$ cat config.mk
export PLATFORM = sky130hd
export DESIGN_NAME = uart_rx_sipo_flat
export DESIGN_NICKNAME = d
export VERILOG_FILES = /design/src/rtl/uart_rx_sipo_if.sv /design/src/rtl/uart_rx_sipo.sv /design/src/flat_wrapper.sv
export SDC_FILE = /design/constraint.sdc
export NUM_CORES = 1
export LEC_CHECK = 0
export CORE_MARGIN = 2
export CORE_UTILIZATION = 55
export CTS_CLUSTER_SIZE = 25
export DETAILED_ROUTE_END_ITERATION = 7
export HOLD_SLACK_MARGIN = 0.06
export PLACE_DENSITY = 0.77
export REMOVE_ABC_BUFFERS = 1
export SYNTH_ARGS = -nofsm -noshare
export SYNTH_HDL_FRONTEND = slang
export SYNTH_SLANG_ARGS = --single-unit
export TNS_END_PERCENT = 1
$ cat constraint.sdc
create_clock -name rx_clk -period 1.38 [get_ports rx_clk]
set_input_delay 0.207 -clock rx_clk [delete_from_list [all_inputs] [get_ports rx_clk]]
set_output_delay 0.207 -clock rx_clk [all_outputs]
set_load 0.01 [all_outputs]
$ cat src/rtl/uart_rx_sipo_if.sv
// Receiver-side bus: serial line in, framed word and status strobes out.
// parity_err exists only when UART_RX_PARITY_EN is defined.
interface uart_rx_sipo_if #(
  parameter int DATA_WIDTH = 8
) ();
  logic                  serial_in;
  logic [DATA_WIDTH-1:0] parallel_out;
  logic                  data_valid;
  logic                  framing_err;
  logic                  busy;
`ifdef UART_RX_PARITY_EN
  logic                  parity_err;
`endif

  modport master (
    input  serial_in,
    output parallel_out,
    output data_valid,
    output framing_err,
`ifdef UART_RX_PARITY_EN
    output parity_err,
`endif
    output busy
  );

  modport slave (
    output serial_in,
    input  parallel_out,
    input  data_valid,
    input  framing_err,
`ifdef UART_RX_PARITY_EN
    input  parity_err,
`endif
    input  busy
  );
endinterface

$ cat src/rtl/uart_rx_sipo.sv
// Oversampled UART receiver (serial -> parallel), even parity when UART_RX_PARITY_EN is defined.
// Pulse OVERSAMPLE/2+(DATA_WIDTH+1)*OVERSAMPLE (+OVERSAMPLE parity) cycles after start seen; no backpressure.
module uart_rx_sipo #(
  parameter int DATA_WIDTH = 8,
  parameter int OVERSAMPLE = 16
) (
  input  logic            rx_clk,
  input  logic            rst_n,
  uart_rx_sipo_if.master  rx
);

  localparam int TW = $clog2(OVERSAMPLE);
  localparam int BW = $clog2(DATA_WIDTH + 1);
  localparam logic [TW-1:0] TICK_MID  = TW'(OVERSAMPLE / 2 - 1);
  localparam logic [TW-1:0] TICK_END  = TW'(OVERSAMPLE - 1);
  localparam logic [BW-1:0] BIT_LAST  = BW'(DATA_WIDTH - 1);

  typedef enum logic [2:0] {
    IDLE   = 3'd0,
    START  = 3'd1,
    DATA   = 3'd2,
    PARITY = 3'd3,
    STOP   = 3'd4
  } state_t;

  state_t                state;
  logic [TW-1:0]         tick;
  logic [BW-1:0]         bit_cnt;
  logic [DATA_WIDTH-1:0] shreg;
  logic [DATA_WIDTH-1:0] word_q;
  logic                  valid_q;
  logic                  ferr_q;
  logic                  busy_q;
  logic [1:0]            rst_pipe;
  logic                  rst_core_n;
  logic [1:0]            sync_q;
  logic                  rxs;
  logic                  par_bad;
`ifdef UART_RX_PARITY_EN
  logic                  par_bit;
  logic                  perr_q;
`endif

  // Reset asserts immediately but releases on a clock edge.
  always_ff @(posedge rx_clk or negedge rst_n) begin
    if (!rst_n) begin
      rst_pipe <= 2'b00;
    end else begin
      rst_pipe <= {rst_pipe[0], 1'b1};
    end
  end
  assign rst_core_n = rst_pipe[1];

  always_ff @(posedge rx_clk or negedge rst_n) begin
    if (!rst_n) begin
      sync_q <= 2'b11;
    end else begin
      sync_q <= {sync_q[0], rx.serial_in};
    end
  end
  assign rxs = sync_q[1];

`ifdef UART_RX_PARITY_EN
  assign par_bad = (^shreg) ^ par_bit;
`else
  assign par_bad = 1'b0;
`endif

  always_ff @(posedge rx_clk or negedge rst_core_n) begin
    if (!rst_core_n) begin
      state   <= IDLE;
      tick    <= '0;
      bit_cnt <= '0;
      shreg   <= '0;
      word_q  <= '0;
      valid_q <= 1'b0;
      ferr_q  <= 1'b0;
      busy_q  <= 1'b0;
`ifdef UART_RX_PARITY_EN
      par_bit <= 1'b0;
      perr_q  <= 1'b0;
`endif
    end else begin
      valid_q <= 1'b0;
      ferr_q  <= 1'b0;
`ifdef UART_RX_PARITY_EN
      perr_q  <= 1'b0;
`endif
      case (state)
        IDLE: begin
          tick <= '0;
          if (!rxs) begin
            state  <= START;
            busy_q <= 1'b1;
          end
        end
        START: begin
          if (tick == TICK_MID) begin
            tick    <= '0;
            bit_cnt <= '0;
            // Line back high by mid start bit: treat as noise.
            if (rxs) begin
              state  <= IDLE;
              busy_q <= 1'b0;
            end else begin
              state <= DATA;
            end
          end else begin
            tick <= tick + 1'b1;
          end
        end
        DATA: begin
          if (tick == TICK_END) begin
            tick    <= '0;
            shreg   <= {rxs, shreg[DATA_WIDTH-1:1]};
            bit_cnt <= bit_cnt + 1'b1;
            if (bit_cnt == BIT_LAST) begin
`ifdef UART_RX_PARITY_EN
              state <= PARITY;
`else
              state <= STOP;
`endif
            end
          end else begin
            tick <= tick + 1'b1;
          end
        end
`ifdef UART_RX_PARITY_EN
        PARITY: begin
          if (tick == TICK_END) begin
            tick    <= '0;
            par_bit <= rxs;
            state   <= STOP;
          end else begin
            tick <= tick + 1'b1;
          end
        end
`endif
        STOP: begin
          // Leave at mid stop bit so a following start edge is not missed.
          if (tick == TICK_END) begin
            tick   <= '0;
            state  <= IDLE;
            busy_q <= 1'b0;
            if (!rxs) begin
              ferr_q <= 1'b1;
            end else if (par_bad) begin
`ifdef UART_RX_PARITY_EN
              perr_q <= 1'b1;
`endif
            end else begin
              word_q  <= shreg;
              valid_q <= 1'b1;
            end
          end else begin
            tick <= tick + 1'b1;
          end
        end
        default: begin
          state  <= IDLE;
          tick   <= '0;
          busy_q <= 1'b0;
        end
      endcase
    end
  end

  assign rx.parallel_out = word_q;
  assign rx.data_valid   = valid_q;
  assign rx.framing_err  = ferr_q;
  assign rx.busy         = busy_q;
`ifdef UART_RX_PARITY_EN
  assign rx.parity_err   = perr_q;
`endif

endmodule

$ cat src/flat_wrapper.sv
// flat-port wrapper written by rule: the top's interface ports become plain ports
module uart_rx_sipo_flat 
#(
  parameter int DATA_WIDTH = 8,
  parameter int OVERSAMPLE = 16
)
  (rx_clk, rst_n, rx_serial_in, rx_parallel_out, rx_data_valid, rx_framing_err, rx_busy);
  uart_rx_sipo_if #(.DATA_WIDTH(DATA_WIDTH)) rx_i ();
  input  logic rx_clk;
  input  logic rst_n;
  input wire logic [$bits(rx_i.serial_in)-1:0] rx_serial_in;
  output wire logic [$bits(rx_i.parallel_out)-1:0] rx_parallel_out;
  output wire logic [$bits(rx_i.data_valid)-1:0] rx_data_valid;
  output wire logic [$bits(rx_i.framing_err)-1:0] rx_framing_err;
  output wire logic [$bits(rx_i.busy)-1:0] rx_busy;
  assign rx_i.serial_in = rx_serial_in;
  assign rx_parallel_out = rx_i.parallel_out;
  assign rx_data_valid = rx_i.data_valid;
  assign rx_framing_err = rx_i.framing_err;
  assign rx_busy = rx_i.busy;
  uart_rx_sipo #(.DATA_WIDTH(DATA_WIDTH), .OVERSAMPLE(OVERSAMPLE)) u_core (.rx_clk(rx_clk), .rst_n(rst_n), .rx(rx_i));
endmodule
==> flow_summary.yaml <==
outcome:
  status: "finished with violations"
  violations: "negative setup slack"
detailed_routing:
  drtAntennaViolNets: 0
  drt_wl_total_microns: 3770
  via_per_inst: 6.04
  wl_per_cell_microns: 19.0
  firstDrtPassIters: 4
  drtIter0Drc: 51
  via_count: 1195
  drc_errors: 0
power:
  switching_share: 0.322
  vdd_drop_max_uv: 1110
  power_density_nw_per_um2: 1260
  combPwrFrac: 0.296
  power.switching_mw: 0.809
  p_int_mw: 1.70
  pwr-share-seq: 0.462
  static-leakage-power_nw: 0.965
  clock_power_share: 0.242
final_layout:
  fin_area_sq_um: 2000
  drive_gt1_frac: 0.399
  finalNetCount: 172
  synthToLayoutAreaGrowth_pct: 35.8
  fin_util: 0.799
  diodes: 0
floorplanning:
  die_w_microns: 55.7
  die_area_sq_um: 3110
  io_pins: 14
  die_h_microns: 55.7
  placementRows: 18
  core-area_sq_um: 2500
  start_util: 0.589
placed_design:
  dpl_cell_area_sq_um: 1780
  place_congestion: 0.798
  hpwl_microns: 1850
  port-buffer-count: 13
clock_network:
  clockBufferDepth: 2
  numCtsBuffers: 5
  htreeDepth: 2
  clk_latency_ns: 0.35
  cts_tree: "yes"
  cts_root_buf: "clkbuf_4"
  cts_sinks: 34
  clk_pin_slew_ns: 0.12
synth:
  syn_area_sq_um: 1470
  ys_seq_elements: 34
  yosys_warnings: 0
  ys_seq_area_frac: 0.580
  syn_avg_cell_area_sq_um: 11.9
  netlist_instances: 124
  ys_types: 31
timing:
  period_share: 1.26
  setup_ws_ns: -0.363
  finalSetupViolations: 30
  rsz0062_at_grt: "true"
  drv_slew: 0
  min_period_ns: 1.74
  hold_slack_ns: 0.224
  finalHoldViolations: 0
  fin_skew_ns: 0.0221
  max_freq_mhz: 574
critical_path:
  cp.depth: 6
  arrival_ns: 1.99
  crit_chain: "ha_2 > and3_4 > nand3_4 > nor3b_4 > buf_6 > mux2_4"
  rr_startpoint: "u_core.tick[1]$_DFF_PN0_"
  slowest_delay_ns: 0.39
  critPathKind: "register to register"
  crit_fanout: 5
  cp-start-kind: "register"
  rr_worst_depth: 6
  slowest_stage: "dfrtp_1"
  cp.required_ns: 1.62
  crit_family: "simple AND/OR/NAND/NOR gates"
  crit_path_end_kind: "register"
  r2r-end: "u_core.rx.parallel_out[4]$_DFFE_PN0P_"
  path_buf_inv: 1
  r2r_slack_ns: -0.36
global_routing:
  met1_usage: 0.271
  antenna_found_initial: 0
  busiest_layer: "met2"
  grt_first_pass_wirelength_microns: 5350
  grt_max_degree: 31
  grt_overflow: 0
  grt_usage: 0.227
  grtUsageMet3: 0.0651
  first_global_vias: 1191
  grt_use_met2: 0.376
run:
  drv_cap: 0
hold_path:
  hold_class: "register to async pin"
-- area by class of cell --
class | count | area (sq um)
Sequential cell | 34 | 853
Multi-Input combinational cell | 83 | 696
Fill cell | 145 | 502
Timing Repair Buffer | 42 | 344
Clock buffer | 6 | 51.3
Tap cell | 30 | 37.5
Clock inverter | 2 | 12.5
Inverter | 1 | 3.75
-- worst max-delay path by stage --
stage	from	to
2_1_floorplan	u_core.tick[0]$_DFF_PN0_	u_core.rx.parallel_out[0]$_DFFE_PN0P_
3_3_place_gp	u_core.tick[0]$_DFF_PN0_	u_core.rx.parallel_out[1]$_DFFE_PN0P_
3_5_place_dp	u_core.tick[0]$_DFF_PN0_	u_core.rx.parallel_out[6]$_DFFE_PN0P_
4_1_cts	u_core.tick[0]$_DFF_PN0_	u_core.rx.parallel_out[1]$_DFFE_PN0P_
5_1_grt	u_core.tick[1]$_DFF_PN0_	u_core.rx.parallel_out[4]$_DFFE_PN0P_
6_report	u_core.tick[1]$_DFF_PN0_	u_core.rx.parallel_out[4]$_DFFE_PN0P_
-- power groups by stage --
stage | Clock [mW] | Combinational [mW] | Sequential (mW)
after floorplan | 0 | 0.245 | 1.21
after global placement | 0 | 0.576 | 1.16
after detailed placement | 0 | 0.597 | 1.16
after CTS | 0.598 | 0.662 | 1.14
after global routing | 0.665 | 0.806 | 1.16
final | 0.607 | 0.744 | 1.16
-- Yosys cell counts --
cell type   n  area (sq um)
a21o_1      1          7.51
or3b_4      1          11.3
ha_1        2          25.0
a21oi_1     4          20.0
dfrtp_1    32           801
buf_4       2          15.0
o21ai_1     1          5.00
xnor2_1     2          17.5
o311a_1     1          10.0
o311ai_0    1          8.76
conb_1      1          3.75
nand3b_1    3          22.5
nor2b_1     2          12.5
xor2_1      1          8.76
nor3b_1     3          22.5
and3_1      1          6.26
buf_2       1          5.00
dfstp_2     2          52.6
nor2_1     10          37.5
and3b_1     3          26.3
nand3_1    10          50.1
a2111oi_0   1          8.76
mux2i_1     1          10.0
clkbuf_1    3          11.3
o21ai_0     6          30.0
nor2_4      1          11.3
or4_1       1          7.51
nor3_1      2          10.0
inv_1       1          3.75
mux2_2     16           180
nand2_1     8          30.0
-- repair_timing --
item                       4_1_cts  5_1_grt
hold buffers                     1        0
gates cloned                     1        0
setup buffers                    2        2
pin swaps                        6        4
gates resized for setup         33        9
hold endpoints to repair         2        0
setup endpoints to repair       36       27
-- logic make-up (layout without fill, tap and decap cells) --
kind of cell / Yosys count / in the layout / share of synthesized area
AOI/OAI and AO/OA: 15 / 15 / 0.0612
xor gates and xnor gates: 3 / 3 / 0.0179
adders and majority gates: 2 / 2 / 0.0170
buffers and inverters: 7 / 51 / 0.0238
DFF: 34 / 34 / 0.580
muxes: 17 / 17 / 0.129
other: 1 / 1 / 0.00255
and+or+nand+nor: 45 / 45 / 0.168
-- worst reg2reg max path: cells and delay by family, from the launching register on --
| family | cells | cell delay (ns) |
|---|---|---|
| flip-flops | 1 | 0.39 |
| adder cells (fa/ha/maj) | 1 | 0.20 |
| buffers and inverters | 1 | 0.18 |
| multiplexers | 1 | 0.31 |
| AND/OR/NAND/NOR | 3 | 0.58 |
-- state kept, by name (all words and copies together), names as in the netlist --
| signal | count |
|---|---|
| u_core.tick | 4 |
| u_core.rx.parallel_out | 8 |
| u_core.state | 3 |
| u_core.sync_q | 2 |
| u_core.shreg | 8 |
| u_core.rx.busy | 1 |
| u_core.bit_cnt | 4 |
| u_core.rx.data_valid | 1 |
| u_core.rx.framing_err | 1 |
| u_core.rst_pipe | 2 |
-- cell usage in the layout (no fill, tap or decap), drive strengths merged, types with 2 or more instances in the layout --
master          n
ha              2
clkbuf          6
dfstp           2
nor2b           2
a21oi           4
buf            28
nor2           11
o21ai           7
dlygate4sd2    11
mux2           16
and3b           3
nand3          10
dfrtp          32
clkdlybuf4s50   2
nor3b           3
nor3            2
xnor2           2
nand2           8
nand3b          3
-- layer usage --
layer  share of wire  wire, microns
met4           0.040            151
met2            0.52           1950
met5               0              0
met3           0.041            153
met1            0.40           1510
-- per-stage QoR --
| stage | TNS (ns) | std cells | worst slack, ns | power [mW] |
|---|---|---|---|---|
| 4_1_cts | -3.88 | 196 | -0.262 | 2.40 |
| 2_1_floorplan | -8.36 | 118 | -0.715 | 1.45 |
| 6_report | -5.68 | 198 | -0.363 | 2.51 |
| 3_3_place_gp | -3.97 | 184 | -0.272 | 1.73 |
| 3_5_place_dp | -5.23 | 184 | -0.331 | 1.76 |
| 5_1_grt | -7.32 | 198 | -0.424 | 2.63 |
Note: power is estimated with default switching activity, not from simulation.
